`config.mk`:
```
export PLATFORM = sky130hd
export DESIGN_NAME = byte_packer
export DESIGN_NICKNAME = d
export VERILOG_FILES = /design/src/rtl/byte_packer.sv
export SDC_FILE = /design/constraint.sdc
export NUM_CORES = 1
export LEC_CHECK = 0
export CELL_PAD_IN_SITES_DETAIL_PLACEMENT = 0
export CELL_PAD_IN_SITES_GLOBAL_PLACEMENT = 1
export CORE_UTILIZATION = 37
export DETAILED_ROUTE_END_ITERATION = 6
export PLACE_DENSITY_LB_ADDON = 0.1
export SYNTH_ARGS = -nofsm -noshare
export SYNTH_HDL_FRONTEND = slang
export SYNTH_SLANG_ARGS = --single-unit
```
`constraint.sdc`:
```
create_clock -name clk -period 3.3 [get_ports clk]
set_input_delay 0.495 -clock clk [delete_from_list [all_inputs] [get_ports clk]]
set_output_delay 0.495 -clock clk [all_outputs]
set_load 0.005 [all_outputs]
```
`src/rtl/byte_packer.sv`:
```
// Byte packer: compacts the enabled byte lanes of each 32-bit sample into a
// continuous byte stream and emits it as 32-bit memory words, with a
// partial (keep-masked) final word at the end of each capture.
module byte_packer #(
    parameter int SDW = 32,
    parameter int MDW = 32,
    parameter int MKW = MDW / 8
) (
    input  logic           clk,
    input  logic           rst,
    input  logic           ctl_clr,
    input  logic [3:0]     cfg_mask,
    output logic           sti_tready,
    input  logic           sti_tvalid,
    input  logic           sti_tlast,
    input  logic [SDW-1:0] sti_tdata,
    input  logic           sto_tready,
    output logic           sto_tvalid,
    output logic           sto_tlast,
    output logic [MKW-1:0] sto_tkeep,
    output logic [MDW-1:0] sto_tdata
);

    typedef enum logic {S_RUN, S_FLUSH} state_t;

    state_t         state_q, state_d;
    logic [1:0]     fill_q, fill_d;
    logic [23:0]    res_q, res_d;
    logic [3:0]     mask_q, mask_d;
    logic           vld_q, vld_d;
    logic           last_q, last_d;
    logic [MKW-1:0] keep_q, keep_d;
    logic [MDW-1:0] data_q, data_d;

    logic           out_free;
    logic           accept;
    logic [2:0]     n_bytes;
    logic [2:0]     total;
    logic [2:0]     rem;
    logic [31:0]    packed_bytes;
    logic [55:0]    acc;

    // Move the enabled lanes down to the low bytes, preserving lane order.
    function automatic logic [31:0] compact(input logic [3:0] m, input logic [31:0] d);
        logic [31:0] r;
        int unsigned c;
        r = '0;
        c = 0;
        for (int i = 0; i < 4; i++) begin
            if (m[i]) begin
                r[8*c +: 8] = d[8*i +: 8];
                c++;
            end
        end
        return r;
    endfunction

    function automatic logic [2:0] popcnt(input logic [3:0] m);
        return {2'b00, m[0]} + {2'b00, m[1]} + {2'b00, m[2]} + {2'b00, m[3]};
    endfunction

    // Low 'cnt' lanes set; cnt of 0 gives an empty keep.
    function automatic logic [3:0] keep_of(input logic [2:0] cnt);
        logic [3:0] k;
        for (int i = 0; i < 4; i++) k[i] = (3'(i) < cnt);
        return k;
    endfunction

    assign out_free     = !vld_q || sto_tready;
    assign sti_tready   = (state_q == S_RUN) && out_free;
    assign accept       = sti_tvalid && sti_tready && !ctl_clr;
    assign n_bytes      = popcnt(mask_q);
    assign total        = {1'b0, fill_q} + n_bytes;
    assign rem          = total - 3'd4;
    assign packed_bytes = compact(mask_q, sti_tdata[31:0]);
    // Residual bytes sit below 'fill'; new bytes are appended above them.
    // Bytes above fill+N stay zero, which keeps unused output lanes at 0.
    assign acc          = {32'b0, res_q} | ({24'b0, packed_bytes} << {fill_q, 3'b000});

    // State, accumulator and output register update.
    always_ff @(posedge clk or posedge rst) begin
        if (rst) begin
            state_q <= S_RUN;
            fill_q  <= '0;
            res_q   <= '0;
            mask_q  <= 4'hF;
            vld_q   <= 1'b0;
            last_q  <= 1'b0;
            keep_q  <= '0;
            data_q  <= '0;
        end else begin
            state_q <= state_d;
            fill_q  <= fill_d;
            res_q   <= res_d;
            mask_q  <= mask_d;
            vld_q   <= vld_d;
            last_q  <= last_d;
            keep_q  <= keep_d;
            data_q  <= data_d;
        end
    end

    // Next-state logic: clear wins, then flush of residual bytes, then sample intake.
    always_comb begin
        state_d = state_q;
        fill_d  = fill_q;
        res_d   = res_q;
        mask_d  = mask_q;
        vld_d   = vld_q;
        last_d  = last_q;
        keep_d  = keep_q;
        data_d  = data_q;

        if (vld_q && sto_tready) vld_d = 1'b0;

        if (ctl_clr) begin
            mask_d  = cfg_mask;
            fill_d  = '0;
            res_d   = '0;
            state_d = S_RUN;
            vld_d   = 1'b0;
            last_d  = 1'b0;
        end else if (state_q == S_FLUSH) begin
            if (out_free) begin
                vld_d   = 1'b1;
                last_d  = 1'b1;
                keep_d  = keep_of({1'b0, fill_q});
                data_d  = {8'h00, res_q};
                fill_d  = '0;
                res_d   = '0;
                state_d = S_RUN;
            end
        end else if (accept) begin
            if (total >= 3'd4) begin
                vld_d  = 1'b1;
                last_d = 1'b0;
                keep_d = 4'hF;
                data_d = acc[31:0];
                res_d  = acc[55:32];
                fill_d = rem[1:0];
                if (sti_tlast) begin
                    if (rem == 3'd0) last_d = 1'b1;
                    else             state_d = S_FLUSH;
                end
            end else if (sti_tlast) begin
                vld_d  = 1'b1;
                last_d = 1'b1;
                keep_d = keep_of(total);
                data_d = acc[31:0];
                fill_d = '0;
                res_d  = '0;
            end else begin
                fill_d = total[1:0];
                res_d  = acc[23:0];
            end
        end
    end

    assign sto_tvalid = vld_q;
    assign sto_tlast  = last_q;
    assign sto_tkeep  = keep_q;
    assign sto_tdata  = data_q;

endmodule
```
==> flow_metrics.tcl, run 1 <==
set metrics [dict create \
    status "completed" \
    async_flop_share_pct 100 \
    period_minus_slack_ps 3160 \
    wl_per_cell_um 20.7 \
    drc_errors 0 \
    numCtsBuffers 9 \
    peakVddDrop_mv 0.284 \
    cts_root_buffer "clkbuf_16" \
    n_fill_cell 1259 \
    fmax_mhz 317 \
    fp-row-count 41 \
    maxCapViolCount 0 \
    hold_buffers 0 \
    crit_fanout 7 \
    combinationalPowerShare_pct 38.1 \
    grt_pass1_vias 4796 \
    synth_edf_count 0 \
    antenna_found_initial 0 \
    synthSimpleGateAreaFrac_pct 15.5 \
    slowest_stage "fa_1" \
    drt_iter0_markers 369 \
    cts.htree.levels 3 \
    yosysSeqAreaShare_pct 36.3 \
    setup_viol 0 \
    synth-xor-area-share_pct 0 \
    wl_met3_um 614 \
    yosys_most_used_dff "dfrtp_1" \
    p_leak_nw 2.57 \
    postSynthCellCount 533 \
    cp.arrival_ps 3400 \
    die_w_um 115 \
    ys_warn_count 0 \
    power_frac_clock_pct 29.0 \
    area_delta_synth_final_pct 33.3 \
    dp.cells 791 \
    cts.clk_slew.worst_paths_ps 60 \
    vias 4771 \
    drv_slew 0 \
    rsz0062_at_grt "false" \
    drtPass1Iterations 5 \
    postRouteAntennaNets 0 \
    highest_layer "met4" \
    worstSetupStartpointType "register" \
    internal-power_w 0.00223 \
    met2_length_mm 8.25 \
    fin_setup_tns_ps 0 \
    syn-num-nets 585 \
    initial_core_util_pct 37.9 \
    dieHeight_um 115 \
    clockBufferDepth 2 \
    syn_area_per_cell_sq_um 8.94 \
    grt_max_degree 44 \
    hp-start "sto_tkeep[3]" \
    synth_compound_area_share_pct 31.4 \
    max_slew.worst_pin.slew_ps 1130 \
    grt_usage_pct 26.5 \
    coreArea_sq_um 12600 \
    cts_sinks 69 \
    fin_crit_sh_pct 95.7 \
    worstSkewPairLatency_ps 330 \
    hold_violations 0 \
    syn_area_sq_um 4760 \
    end_kind "register" \
    port_buffers 80 \
    ys_ff_latch 69 \
    reg2reg_from "mask_q[0]" \
    switching_power_w 0.00111 \
    ioPinCount 81 \
    post-dp-hpwl_mm 12.8 \
    grt_pass1_wl_mm 26.4 \
    via_per_inst 5.91 \
    grt_remaining_overflow 0 \
    synth_top_family_by_area "compound AO/OA/AOI/OAI gates" \
    wl_met1_mm 7.16 \
    startpoint "mask_q[0]" \
    die-area_sq_um 13300 \
    drive_gt1_share_pct 16.1 \
    slew_headroom_pct 24.1 \
    cp.required_ps 3540 \
    yosysUniqueCellTypes 58 \
    swShare_pct 33.2 \
    final_cell_mix "80 x clkdlybuf4s50_1, 65 x dfrtp_1, 55 x nand2_1" \
    synthMuxAreaShare_pct 8.46 \
    synthAdderAreaFrac_pct 3.26 \
    nNetsFinal 682 \
    instances_no_fill 807 \
    globalplace.congestion 0.914 \
    finClkSkew_ps 5.13 \
    wirelength_mm 16.7 \
    final_common_cell "clkdlybuf4s50_1" \
    diodes 0 \
    cp_slowest_stage_delay_ps 570 \
    p_per_area_nw_per_um2 526 \
    cts_tree "built" \
    hold_path_class "register to register" \
    pwr-share-seq_pct 32.9 \
    worstSetupPathType "register to register" \
    cp_cell_sequence "inv_2 -> fa_1 -> ha_2 -> ha_4 -> and4bb_4 -> nor4b_4 -> buf_6 -> a22oi_1 -> mux4_2 -> o31ai_1" \
]
cells by family (layout without fill, tap and decap cells):
group	count (synthesis)	after routing
AO/OA/AOI/OAI	222	222
multiplexers	34	34
AND/OR/NAND/NOR	144	144
adder cells (fa/ha/maj)	10	10
buffers and inverters	54	156
flip-flops	69	69
synth_stat cells (3+ instances only):
master / n / area [sq um]
ha_1: 6 / 75.1
nor3_1: 11 / 55.1
clkbuf_1: 12 / 45.0
mux2i_1: 20 / 200
dfstp_2: 4 / 105
o21ai_1: 30 / 150
a211oi_1: 28 / 210
a22oi_1: 12 / 90.1
o211ai_1: 8 / 60.1
a21o_1: 15 / 113
fa_1: 4 / 80.1
buf_1: 8 / 30.0
a222oi_1: 3 / 30.0
buf_2: 12 / 60.1
o31ai_1: 5 / 37.5
nand3_1: 6 / 30.0
nor4_1: 7 / 43.8
a32oi_1: 17 / 149
inv_1: 17 / 63.8
o221ai_1: 8 / 70.1
a21oi_1: 36 / 180
a31oi_1: 5 / 31.3
nor2_1: 30 / 113
nand2b_1: 13 / 81.3
o21ai_0: 32 / 160
a2111oi_0: 4 / 35.0
mux2_2: 7 / 78.8
a22o_1: 8 / 70.1
a2111oi_1: 4 / 40.0
mux2_4: 3 / 45.0
nor2b_1: 3 / 18.8
mux4_2: 3 / 67.6
dfrtp_1: 65 / 1630
nand2_1: 56 / 210
repair_timing:
item                                    in CTS  in global routing
setup buffers                                0                  0
gates resized for setup                      0                 17
endpoints found under the setup margin       0                 33
registers in the layout, summed over array words and instances, names as in the netlist:
register,count
sto_tkeep,4
fill_q,2
state_q,1
sto_tdata,32
mask_q,4
sto_tlast,1
res_q,24
sto_tvalid,1
critical path: cells and delay by family, from the launching register on:
kind | cells | cell delay, ps
fa+ha+maj | 3 | 980
flops | 1 | 550
mux | 1 | 520
simple gates | 2 | 470
compound gates | 2 | 310
buf+inv | 2 | 240
metrics by stage:
step | hold WS [ps] | cell area, sq um | setup WS (ps) | utilization (%) | total power [W]
2_1_floorplan | 455 | 4800 | 1.77 | - | 0.00175
3_3_place_gp | 464 | 5980 | 120 | 47.6 | 0.00235
3_5_place_dp | 469 | 5980 | 23.0 | 47.6 | 0.00236
4_1_cts | 486 | 6280 | 6.66 | 50.0 | 0.00334
5_1_grt | 505 | 6350 | 0.915 | 50.5 | 0.00354
6_report | 479 | 6350 | 141 | 50.5 | 0.00334
per-layer routing:
layer	up-vias	global-route usage [%]
li1	2238	-
met1	2342	32.7
met2	146	45.7
met3	45	4.03
met4	0	12.0
met5	-	0
layout make-up:
class                      instances  area, sq um  share of cell area (%)
timing repair buffer             122         1160                    18.2
tap                              172          215                    3.39
clock inverter                     4         47.5                   0.749
clock buffer                      12          246                    3.88
inverter                          18         67.6                    1.06
multi-input combinational        410         2890                    45.4
sequential                        69         1730                    27.3
power groups by stage:
stage	logic [W]	clock network (W)	registers (W)
global placement	0.00124	0	0.00111
floorplan	0.000631	0	0.00112
finish	0.00127	0.000968	0.00110
global route	0.00140	0.00102	0.00112
detailed placement	0.00125	0	0.00111
CTS	0.00125	0.000993	0.00110
path summary, 6_finish.rpt:
path                                  to  slack [ps]  cells past startpoint
max                        sto_tdata[30]         140                     10
min                         sto_tkeep[3]         480                      1
max reg2reg                sto_tdata[30]         140                     10
min reg2reg                 sto_tkeep[3]         480                      1
max in group asynchronous      mask_q[3]        1960                      3
min in group asynchronous  sto_tdata[15]         610                      2
Note: power is estimated with default switching activity, not from simulation.
==> run 2, diff against run 1 <==
--- a/config.mk
+++ b/config.mk
@@ -7,7 +7,8 @@
 export LEC_CHECK = 0
 export CELL_PAD_IN_SITES_DETAIL_PLACEMENT = 0
 export CELL_PAD_IN_SITES_GLOBAL_PLACEMENT = 1
-export CORE_UTILIZATION = 37
+export CORE_UTILIZATION = 38
+export CTS_BUF_LIST = sky130_fd_sc_hd__clkbuf_4
 export DETAILED_ROUTE_END_ITERATION = 6
 export PLACE_DENSITY_LB_ADDON = 0.1
 export SYNTH_ARGS = -nofsm -noshare
==> run 2 against run 1 <==
  * Critical path type unchanged
  * Critical endpoint is now sto_tdata[31]
  * Core utilization grew 0.66 points
  * First-iteration DRC count grew 6.0%
  * Non-clock buffer count grew 4
  * Clock power shrank 48%
  * Register-to-register slack lost 50 ps
  * Clock-buffer cell count is the same
  * Clock skew grew 6.6 ps
  * Die area shrank 2.6%
==> flow_metrics.tcl, run 2 (synthesis results as in run 1) <==
set metrics [dict create \
    cts.htree.levels 3 \
    coreArea_sq_um 12100 \
    cp.arrival_ps 3590 \
    worstSkewPairLatency_ps 450 \
    crit_fanout 5 \
    p_leak_nw 2.52 \
    numCtsBuffers 9 \
    vias 4753 \
    p_per_area_nw_per_um2 464 \
    fmax_mhz 311 \
    drc_errors 0 \
    fin_crit_sh_pct 97.3 \
    max_slew.worst_pin.slew_ps 804 \
    via_per_inst 5.89 \
    status "completed" \
    ioPinCount 81 \
    globalplace.congestion 0.870 \
    grt_pass1_wl_mm 26.4 \
    cp.required_ps 3680 \
    drt_iter0_markers 391 \
    reg2reg_slack_ps 90 \
    diodes 0 \
    grt_pass1_vias 4813 \
    die-area_sq_um 13000 \
    final_cell_mix "80 x clkdlybuf4s50_1, 65 x dfrtp_1, 56 x nand2_1" \
    initial_core_util_pct 39.3 \
    maxCapViolCount 0 \
    post-dp-hpwl_mm 12.9 \
    cts_root_buffer "clkbuf_4" \
    dieHeight_um 114 \
    drive_gt1_share_pct 16.6 \
    final_common_cell "clkdlybuf4s50_1" \
    port_buffers 80 \
    worstSetupStartpointType "register" \
    cts_sinks 69 \
    wirelength_mm 16.8 \
    slowest_stage "or4b_2" \
    cts_tree "built" \
    fin_setup_tns_ps 0 \
    drv_slew 0 \
    die_w_um 114 \
    largest_register_ffs 32 \
    grt_usage_pct 27.3 \
    drtPass1Iterations 5 \
    clockBufferDepth 2 \
    end_kind "register" \
    grt_max_degree 70 \
    grt_remaining_overflow 0 \
    antenna_found_initial 0 \
    slew_headroom_pct 46.4 \
    whs_ps 427 \
    path_common_cell "fa_1" \
    hold_path_class "input port to async pin" \
    fin_util_pct 51.2 \
    period_minus_slack_ps 3210 \
    cp_slowest_stage_delay_ps 710 \
    area_delta_synth_final_pct 30.1 \
    wl_per_cell_um 20.8 \
    postRouteAntennaNets 0 \
    fp-row-count 40 \
    rsz0062_at_grt "false" \
    setup_viol 0 \
    worstSetupPathType "register to register" \
    nNetsFinal 686 \
    hold_violations 0 \
    peakVddDrop_mv 0.292 \
    cp_cell_sequence "fa_1 -> inv_1 -> fa_1 -> fa_1 -> nand2b_1 -> nand2_1 -> or4b_2 -> o21bai_1 -> o211ai_1" \
    finClkSkew_ps 11.7 \
    cts.clk_slew.worst_paths_ps 120 \
]
## run 2: stage by stage
step | std cells | worst slack [ps] | power [W] | cell area [sq um]
after global routing | 807 | 3.00 | 0.00307 | 6200
after CTS | 806 | 18.5 | 0.00288 | 6110
after floorplan | 533 | 1.77 | 0.00175 | 4800
after global placement | 790 | 89.7 | 0.00236 | 5990
final | 807 | 89.7 | 0.00288 | 6200
after detailed placement | 790 | 16.7 | 0.00237 | 5990
## run 2: final timing paths
check	endpoint	startpoint	depth (start not counted)
max	sto_tdata[31]	fill_q[0]	9
max in group asynchronous	mask_q[0]	rst	3
min in group clk	sto_tkeep[1]	sto_tkeep[1]	2
min	sto_tdata[5]	rst	3
max reg2reg	sto_tdata[31]	fill_q[0]	9
min reg2reg	sto_tkeep[1]	sto_tkeep[1]	2
## run 2: what timing repair did
action,4_1_cts,5_1_grt
pin swaps,1,3
hold buffers,0,0
setup endpoints to repair,3,31
gates resized for setup,1,17
setup buffers,0,1
## run 2: critical path, delay by kind of cell (launching register included)
family          cells  cell delay [ps]
simple gates        3              990
fa+ha+maj           3             1380
flops               1              420
buf+inv             1               50
compound gates      2              300
## run 2: metal layers
metal  up-vias  global-route usage, %  part of all wire, %
li1       2247                      -                    -
met1      2329                   33.3                   42
met2       142                   47.5                   50
met3        35                   5.63                  4.6
met4         0                   9.61                  2.7
met5         -                      0                    0
## run 2: report_power, final
group	total (W)	internal, W	switching [W]
clock network	0.000504	0.000178	0.000326
logic	0.00128	0.000623	0.000658
registers	0.00109	0.00100	0.0000915
total	0.00288	0.00180	0.00108
## run 2: cell type report
cell class	instances	area, sq um
fillers	1218	5910
multi-input cells	410	2900
flip-flops and latches	69	1730
repair buffers	126	1170
well taps	168	210
clock buffers	12	90.1
inverters	18	67.6
clock inverters	4	25.0
==> run 3, diff against run 2 <==
--- a/config.mk
+++ b/config.mk
@@ -9,6 +9,7 @@
 export CELL_PAD_IN_SITES_GLOBAL_PLACEMENT = 1
 export CORE_UTILIZATION = 38
 export CTS_BUF_LIST = sky130_fd_sc_hd__clkbuf_4
+export CTS_CLUSTER_DIAMETER = 120
 export DETAILED_ROUTE_END_ITERATION = 6
 export PLACE_DENSITY_LB_ADDON = 0.1
 export SYNTH_ARGS = -nofsm -noshare
==> results of run 3 <==
The final DEF is identical to that of run 2; final timing and power are the same.
